**config.mk**
```make
export PLATFORM = sky130hd
export DESIGN_NAME = sha256_compress_core
export DESIGN_NICKNAME = d
export VERILOG_FILES = /design/src/rtl/sha256_compress_core.sv
export SDC_FILE = /design/constraint.sdc
export NUM_CORES = 2
export LEC_CHECK = 0
export BUFFER_PORTS_ARGS = -buffer_cell sky130_fd_sc_hd__buf_2
export CAP_MARGIN = 20
export CORE_MARGIN = 10
export CORE_UTILIZATION = 45
export DETAILED_ROUTE_END_ITERATION = 6
export PLACE_DENSITY = 0.67
export SLEW_MARGIN = 10
export SYNTH_ARGS = -nofsm -noshare
export SYNTH_HDL_FRONTEND = slang
export SYNTH_SLANG_ARGS = --single-unit
```
**constraint.sdc**
```tcl
create_clock -name clk -period 9.8 [get_ports clk]
set_clock_uncertainty 0.05 [all_clocks]
set_input_delay 0.49 -clock clk [delete_from_list [all_inputs] [get_ports clk]]
set_output_delay 0.49 -clock clk [all_outputs]
set_load 0.1 [all_outputs]
```
**src/rtl/sha256_compress_core.sv**
```systemverilog
// sha256_compress_core: SHA-256 compression of one 512-bit block, one round per clock.
// Optional feature macro SHA256_INIT_IV_EN adds an `init` input that selects the FIPS-180-4 IV.
//
// Handshake: start is sampled only while IDLE (including the cycle done is high). busy is
// high from the cycle after acceptance until done; done is a one-cycle pulse and hash_out
// is valid from that cycle and held until the next done. block_in/hash_in are sampled once
// at the accept edge.
module sha256_compress_core (
    input  logic         clk,
    input  logic         rst_n,
    input  logic         start,
    input  logic [511:0] block_in,
    input  logic [255:0] hash_in,
`ifdef SHA256_INIT_IV_EN
    input  logic         init,
`endif
    output logic [5:0]   round,
    input  logic [31:0]  K,
    output logic         busy,
    output logic         done,
    output logic [255:0] hash_out,
    output logic [1:0]   dbg_state
);

    localparam logic [1:0] IDLE  = 2'd0;
    localparam logic [1:0] ROUND = 2'd1;
    localparam logic [1:0] FINAL = 2'd2;

    logic [1:0]        state_q, state_d;
    logic [5:0]        round_q, round_d;
    logic              busy_q, busy_d;
    logic              done_q, done_d;
    logic [255:0]      hash_q, hash_d;
    logic [7:0][31:0]  h_q, h_d;   // chaining value H0..H7
    logic [7:0][31:0]  v_q, v_d;   // working variables, index 0 = a ... 7 = h
    logic [15:0][31:0] w_q, w_d;   // schedule window, w[0] is the word used this round

    logic [255:0] chain_in;
    logic [31:0]  t1, t2, w_new;

`ifdef SHA256_INIT_IV_EN
    localparam logic [255:0] IV = 256'h6a09e667_bb67ae85_3c6ef372_a54ff53a_510e527f_9b05688c_1f83d9ab_5be0cd19;
    assign chain_in = init ? IV : hash_in;
`else
    assign chain_in = hash_in;
`endif

    function automatic logic [31:0] big_sigma0(input logic [31:0] x);
        return {x[1:0], x[31:2]} ^ {x[12:0], x[31:13]} ^ {x[21:0], x[31:22]};
    endfunction

    function automatic logic [31:0] big_sigma1(input logic [31:0] x);
        return {x[5:0], x[31:6]} ^ {x[10:0], x[31:11]} ^ {x[24:0], x[31:25]};
    endfunction

    function automatic logic [31:0] small_sigma0(input logic [31:0] x);
        return {x[6:0], x[31:7]} ^ {x[17:0], x[31:18]} ^ (x >> 3);
    endfunction

    function automatic logic [31:0] small_sigma1(input logic [31:0] x);
        return {x[16:0], x[31:17]} ^ {x[18:0], x[31:19]} ^ (x >> 10);
    endfunction

    // K arrives combinationally from the external lookup addressed by round_q.
    assign t1 = v_q[7] + big_sigma1(v_q[4]) + ((v_q[4] & v_q[5]) ^ (~v_q[4] & v_q[6])) + K + w_q[0];
    assign t2 = big_sigma0(v_q[0]) + ((v_q[0] & v_q[1]) ^ (v_q[0] & v_q[2]) ^ (v_q[1] & v_q[2]));
    assign w_new = small_sigma1(w_q[14]) + w_q[9] + small_sigma0(w_q[1]) + w_q[0];

    always_comb begin
        state_d = state_q;
        round_d = round_q;
        busy_d  = busy_q;
        done_d  = 1'b0;
        hash_d  = hash_q;
        h_d     = h_q;
        v_d     = v_q;
        w_d     = w_q;
        case (state_q)
            IDLE: begin
                if (start) begin
                    for (int j = 0; j < 8; j++) begin
                        h_d[j] = chain_in[255-32*j -: 32];
                        v_d[j] = chain_in[255-32*j -: 32];
                    end
                    for (int i = 0; i < 16; i++) begin
                        w_d[i] = block_in[511-32*i -: 32];
                    end
                    round_d = 6'd0;
                    busy_d  = 1'b1;
                    state_d = ROUND;
                end
            end
            ROUND: begin
                v_d[7] = v_q[6];
                v_d[6] = v_q[5];
                v_d[5] = v_q[4];
                v_d[4] = v_q[3] + t1;
                v_d[3] = v_q[2];
                v_d[2] = v_q[1];
                v_d[1] = v_q[0];
                v_d[0] = t1 + t2;
                for (int i = 0; i < 15; i++) begin
                    w_d[i] = w_q[i+1];
                end
                w_d[15] = w_new;
                if (round_q == 6'd63) begin
                    round_d = 6'd0;
                    state_d = FINAL;
                end else begin
                    round_d = round_q + 6'd1;
                end
            end
            FINAL: begin
                for (int j = 0; j < 8; j++) begin
                    hash_d[255-32*j -: 32] = h_q[j] + v_q[j];
                end
                done_d  = 1'b1;
                busy_d  = 1'b0;
                state_d = IDLE;
            end
            default: begin
                state_d = IDLE;
                busy_d  = 1'b0;
                round_d = 6'd0;
            end
        endcase
    end

    always_ff @(posedge clk or negedge rst_n) begin
        if (!rst_n) begin
            state_q <= IDLE;
            round_q <= '0;
            busy_q  <= 1'b0;
            done_q  <= 1'b0;
            hash_q  <= '0;
            h_q     <= '0;
            v_q     <= '0;
            w_q     <= '0;
        end else begin
            state_q <= state_d;
            round_q <= round_d;
            busy_q  <= busy_d;
            done_q  <= done_d;
            hash_q  <= hash_d;
            h_q     <= h_d;
            v_q     <= v_d;
            w_q     <= w_d;
        end
    end

    assign round     = round_q;
    assign busy      = busy_q;
    assign done      = done_q;
    assign hash_out  = hash_q;
    assign dbg_state = state_q;

endmodule

```
# == Yosys cells after proc, flatten, opt, wreduce, memory -nomap -nowiden ==
# Cells that the tools add are included.
# word_totals
register_bits,1290
inputBits,803
output_inout_bits,266
wordCells,100
# classes
add_sub_neg,19
eq_ne,5
muxes,13
n_bitwise,19
n_reduce_logical,7
# op_table
cell,count
512-bit case mux with 2 select lines,1
32-bit adder,18
512-bit two-way mux,1
256-bit case mux with 2 select lines,1
32-bit XOR,9
256-bit two-way mux,1
32-bit bitwise AND,5
32-bit NOT,1
32-bit by 22-bit XOR with 32-bit output,1
32-bit by 29-bit XOR with 32-bit output,1
6-bit case mux with 3 select lines,1
6-bit two-way mux,2
2-bit AND reduction,5
"6-bit by 1-bit adder with 6-bit output, second input constant",1
"6-bit == test, second input constant",1
2-bit two-way mux,2
"2-bit != test, second input constant",2
2-bit case mux with 2 select lines,1
"2-bit by 1-bit == test with 1-bit output, second input constant",1
"2-bit == test, second input constant",1
2-bit logical NOT,1
1-bit two-way mux,2
1-bit NOT,2
1-bit case mux with 2 select lines,1
2-bit nonzero test,1

# == Logic depth before layout (Yosys ltp) ==
# depth
ltp_word,8
mapped_depth,33
ltp_nobuf,32

# == Worst setup path before layout ==
# OpenSTA, ideal clock, no wires.
# synth_timing
path_kind,in2reg
startpoint,in K[1]
endpoint,reg v_q[30] (netlist bit)
setup_time_ns,0.124
arrival_ns,6.870
t_required_ns,9.626
path_slack_ns,2.756
path_stages,31
n_path_buf,0
path_cell_list,inv_1 fa_1 fa_1 fa_1 inv_1 ha_1 fa_1 a211oi_1 o211ai_1 nand4_1 nand3b_1 a21o_1 a21oi_1 o21bai_1 a21oi_1 xnor2_1 inv_1 fa_1 inv_1 ha_1 a21o_1 a21o_1 a21oi_1 o21ai_1 a21o_1 a21o_1 a21oi_1 nor2_1 a2111oi_2 a2111oi_0 a211o_1
# synth_via
elab_chain_len,4
# synth_rtl
element,line,text
start: declaration,18,"input logic [31:0] K,"
32-bit adder (2 in a row),65,assign t1 = v_q[7] + big_sigma1(v_q[4]) + ((v_q[4] & v_q[5]) ^ (~v_q[4] & v_q[6])) + K + w_q[0];
32-bit adder,101,v_d[0] = t1 + t2;
256-bit case mux with 2 select lines,78,case (state_q)
end signal: assignment,146,v_q <= v_d;
end: declaration,35,"logic [7:0][31:0] v_q, v_d;"
# No other way between the ends.
# A chain may end at the register's enable or synchronous reset.

# == Worst setup path after layout ==
# layout_timing
startpoint,reg v_q[225] (netlist bit)
endpoint,reg v_q[30] (netlist bit)
# layout_via
elab_chain_len,6
# layout_rtl
element,line
32-bit adder (4 in a row),65
32-bit adder,101
256-bit case mux with 2 select lines,78
# No other way between the ends.

==> results.md <==
- Fmax: 0.1265 GHz
- Setup TNS Final: 0 ns
- Max clock buf depth: 3
- Failing checks: DRC
- Drt drc: 7
- Via/cell ratio: 5.769
- First-pass GRT wire length: 511400 µm
- Post-cts resize count: 0
- Crit Path Class: reg -> reg
- Clock Tree Root: clkbuf_16
- WP data arrival: 8.58 ns
- Hold Fails Final Rpt: 0
- Status: complete, but fails checks
- Sink Count: 1290
- H-tree levels: 4
- CTS Buf Count: 149
- Syn Area/Cell: 8.315 µm²
- Startpoint class of the critical path: flop
- Synth Cell Area: 78540 µm²
- DIE HEIGHT: 437.8 µm
- Share of cells above drive strength 1: 12.73%
- Syn_nets: 10820
- Initial Utilization: 45.23%
- Seq/Total Area, Yosys: 41.10%
- Vias in the first global route: 75780
- HPWL Detailed: 262700 µm
- Crit path max fanout: 5
- GP Congestion: 0.9957
- Syn. warnings: 0
- First-pass DRT Iterations: 7
- Chip width: 437.8 µm
- Die ar.: 191600 µm²
- Worst Path Required: 10.48 ns
- Clk_lat worst skew: 0.85 ns
- Min-delay worst type: in -> reg
- Row count: 153
- DR WL/cell: 26.50 µm
- Slowest CP cell: fa_1
- Fraction of registers with async set/reset: 100.0%
- Vias: 77200
- Final WL: 354700 µm
- Number of nets with antenna violations after routing: 0
- Max Transition Viols Final: 0
- Total gr overflow: 0
- Slowest stage delay, CP: 0.65 ns
- Area grow syn2layout: 24.83%
- Crit path time final: 7.908 ns
- RSZ-0062 raised after global routing: no
- Setup ws final: 1.892 ns
- Fin crit share: 80.69%
- Clk slew on worst S/H paths: 0.06 ns
- TritonCTS clock tree: yes
- Initial drt markers: 8378
- Max-cap violation count: 0
- # fillers: 15350
- I/O Pins: 1069
- Number of synthesized register bits: 1290
- Syn Inst Count: 9445
- Worst setup EP type: flop
- Worst slew pin tran: 1.352 ns
- Library cells used by synthesis: 83
- Post-synth EDFFs: 0
- Nets: 12260
- Setup-failing EPs final: 0
- Overall Global Routing Usage: 35.58%
- Slew headroom: 9.857%
- Hold slack: 0.03973 ns
- IO buf count: 1068
- Worst slack, placed: 1.640 ns
- Pin count of the biggest net entering global routing: 251
- Main synth FF type: dfrtp_1
- CORE AREA: 173600 µm²
- Initial antenna violation count: 49
cell families after synthesis:
logic type / synth area share [%]
mux: 0.4652
flops: 41.10
fa+ha+maj: 10.96
simple gates: 19.25
buf+inv: 5.052
xor+xnor: 6.412
compound gates: 16.76
Yosys cell counts (19+ instances only):
| cell | n | area share (%) |
|---|---|---|
| buf_1 | 34 | 0.16 |
| nand4_1 | 25 | 0.20 |
| nor2b_1 | 50 | 0.40 |
| o21a_1 | 53 | 0.51 |
| a211oi_1 | 55 | 0.53 |
| o211ai_1 | 30 | 0.29 |
| nor3b_1 | 19 | 0.18 |
| inv_1 | 473 | 2.3 |
| o22ai_1 | 42 | 0.33 |
| fa_1 | 195 | 5.0 |
| xnor2_1 | 321 | 3.6 |
| nand2_1 | 2580 | 12 |
| ha_1 | 373 | 5.9 |
| clkbuf_1 | 549 | 2.6 |
| nor3_1 | 47 | 0.30 |
| dfrtp_1 | 1290 | 41 |
| a21oi_1 | 346 | 2.2 |
| o31ai_1 | 30 | 0.29 |
| or3_1 | 19 | 0.15 |
| nand3_1 | 54 | 0.34 |
| o21bai_1 | 47 | 0.45 |
| nand2b_1 | 58 | 0.46 |
| o22a_1 | 30 | 0.33 |
| a31oi_1 | 715 | 5.7 |
| o21ai_0 | 337 | 2.1 |
| and3_1 | 28 | 0.22 |
| nor2_1 | 872 | 4.2 |
| mux2i_1 | 23 | 0.29 |
| a21o_1 | 176 | 1.7 |
| o21ai_1 | 116 | 0.74 |
| xor2_1 | 254 | 2.8 |
per-layer routing:
metal	up-vias	track usage (%)	share of wire [%]
met3	1118	6.811	7.7
met2	4101	55.43	45
met4	8	25.62	8.6
met1	37450	44.23	39
li1	34520	-	-
met5	-	0	0.013
path summary, 6_finish.rpt:
kind | from | to | slack (ns) | depth (start not counted)
worst min-delay path | block_in[217] | w_q[313] | 0.04 | 3
max in group asynchronous | rst_n | hash_out[94] | 7.05 | 4
worst max-delay path | v_q[225] | v_q[30] | 1.89 | 31
worst max register to register | v_q[225] | v_q[30] | 1.89 | 31
min in group asynchronous | rst_n | w_q[242] | 0.25 | 2
worst min register to register | hash_out[176] | hash_out[176] | 0.41 | 2
worst max-delay path, delay by kind of cell (launching register included):
family | cells | cell delay, ns
AO/OA/AOI/OAI | 16 | 3.36
adder cells (fa/ha/maj) | 7 | 3.13
AND/OR/NAND/NOR | 3 | 0.40
flip-flops | 1 | 0.36
buffers and inverters | 4 | 0.28
XOR/XNOR | 1 | 0.20
through the flow:
stage               std cells  instance area [µm²]  utilization, %
finish                  13380                98040           56.47
global route            13370                98010           56.45
CTS                     13330                97900           56.38
detailed placement      12310                85330           49.14
global placement        12310                85330           49.14
floorplan                9445                78540               -
cell usage in the layout (no fill, tap or decap), types with 15 or more instances in the layout:
cell / synthesis / final
buf_12: 0 / 19
a21oi_1: 346 / 346
nand2b_1: 58 / 56
o22ai_1: 42 / 42
clkbuf_16: 0 / 150
o31ai_1: 30 / 30
nor2b_1: 50 / 48
diode_2: 0 / 48
o211ai_1: 30 / 30
nand3_1: 54 / 54
nand4_1: 25 / 25
nor3_1: 47 / 47
buf_4: 0 / 37
nor3b_1: 19 / 19
xor2_1: 254 / 254
inv_1: 473 / 473
fa_1: 195 / 195
ha_1: 373 / 373
nand2_1: 2580 / 2578
buf_2: 0 / 1067
or3_1: 19 / 19
clkinv_2: 0 / 19
a21o_1: 176 / 176
o22a_1: 30 / 30
dlygate4sd3_1: 0 / 754
o21ai_0: 337 / 336
o21bai_1: 47 / 47
clkbuf_8: 0 / 33
and2_1: 15 / 15
mux2i_1: 23 / 23
xnor2_1: 321 / 321
a211oi_1: 55 / 55
o21a_1: 53 / 53
and3_1: 28 / 28
nor2_1: 872 / 870
o21ai_1: 116 / 116
dfrtp_1: 1290 / 1288
clkbuf_1: 549 / 38
a31oi_1: 715 / 715
registers in the layout (all words and copies together) (netlist names):
register and flops:
busy 1, dbg_state 2, done 1, h_q 256
hash_out 256, round 6, v_q 256, w_q 512
cell type report:
type                            instances  area (µm²)  share of cell area, %
Antenna cell                           48       120.1                 0.1225
Clock buffer                          221        4350                  4.437
Clock inverter                         47       671.9                 0.6853
Inverter                              474        1779                  1.815
Multi-Input combinational cell       7098       42350                  43.20
Sequential cell                      1290       32290                  32.93
Tap cell                             2325        2909                  2.967
Timing Repair Buffer                 1878       13570                  13.84
repair_timing:
action,CTS,global route
setup buffers,0,0
hold buffers,754,0
setup endpoints to repair,0,0
endpoints found under the hold margin,1121,0
Power is not shown: default switching activity piles up to over one toggle a cycle in this logic, so the estimate is an artifact.
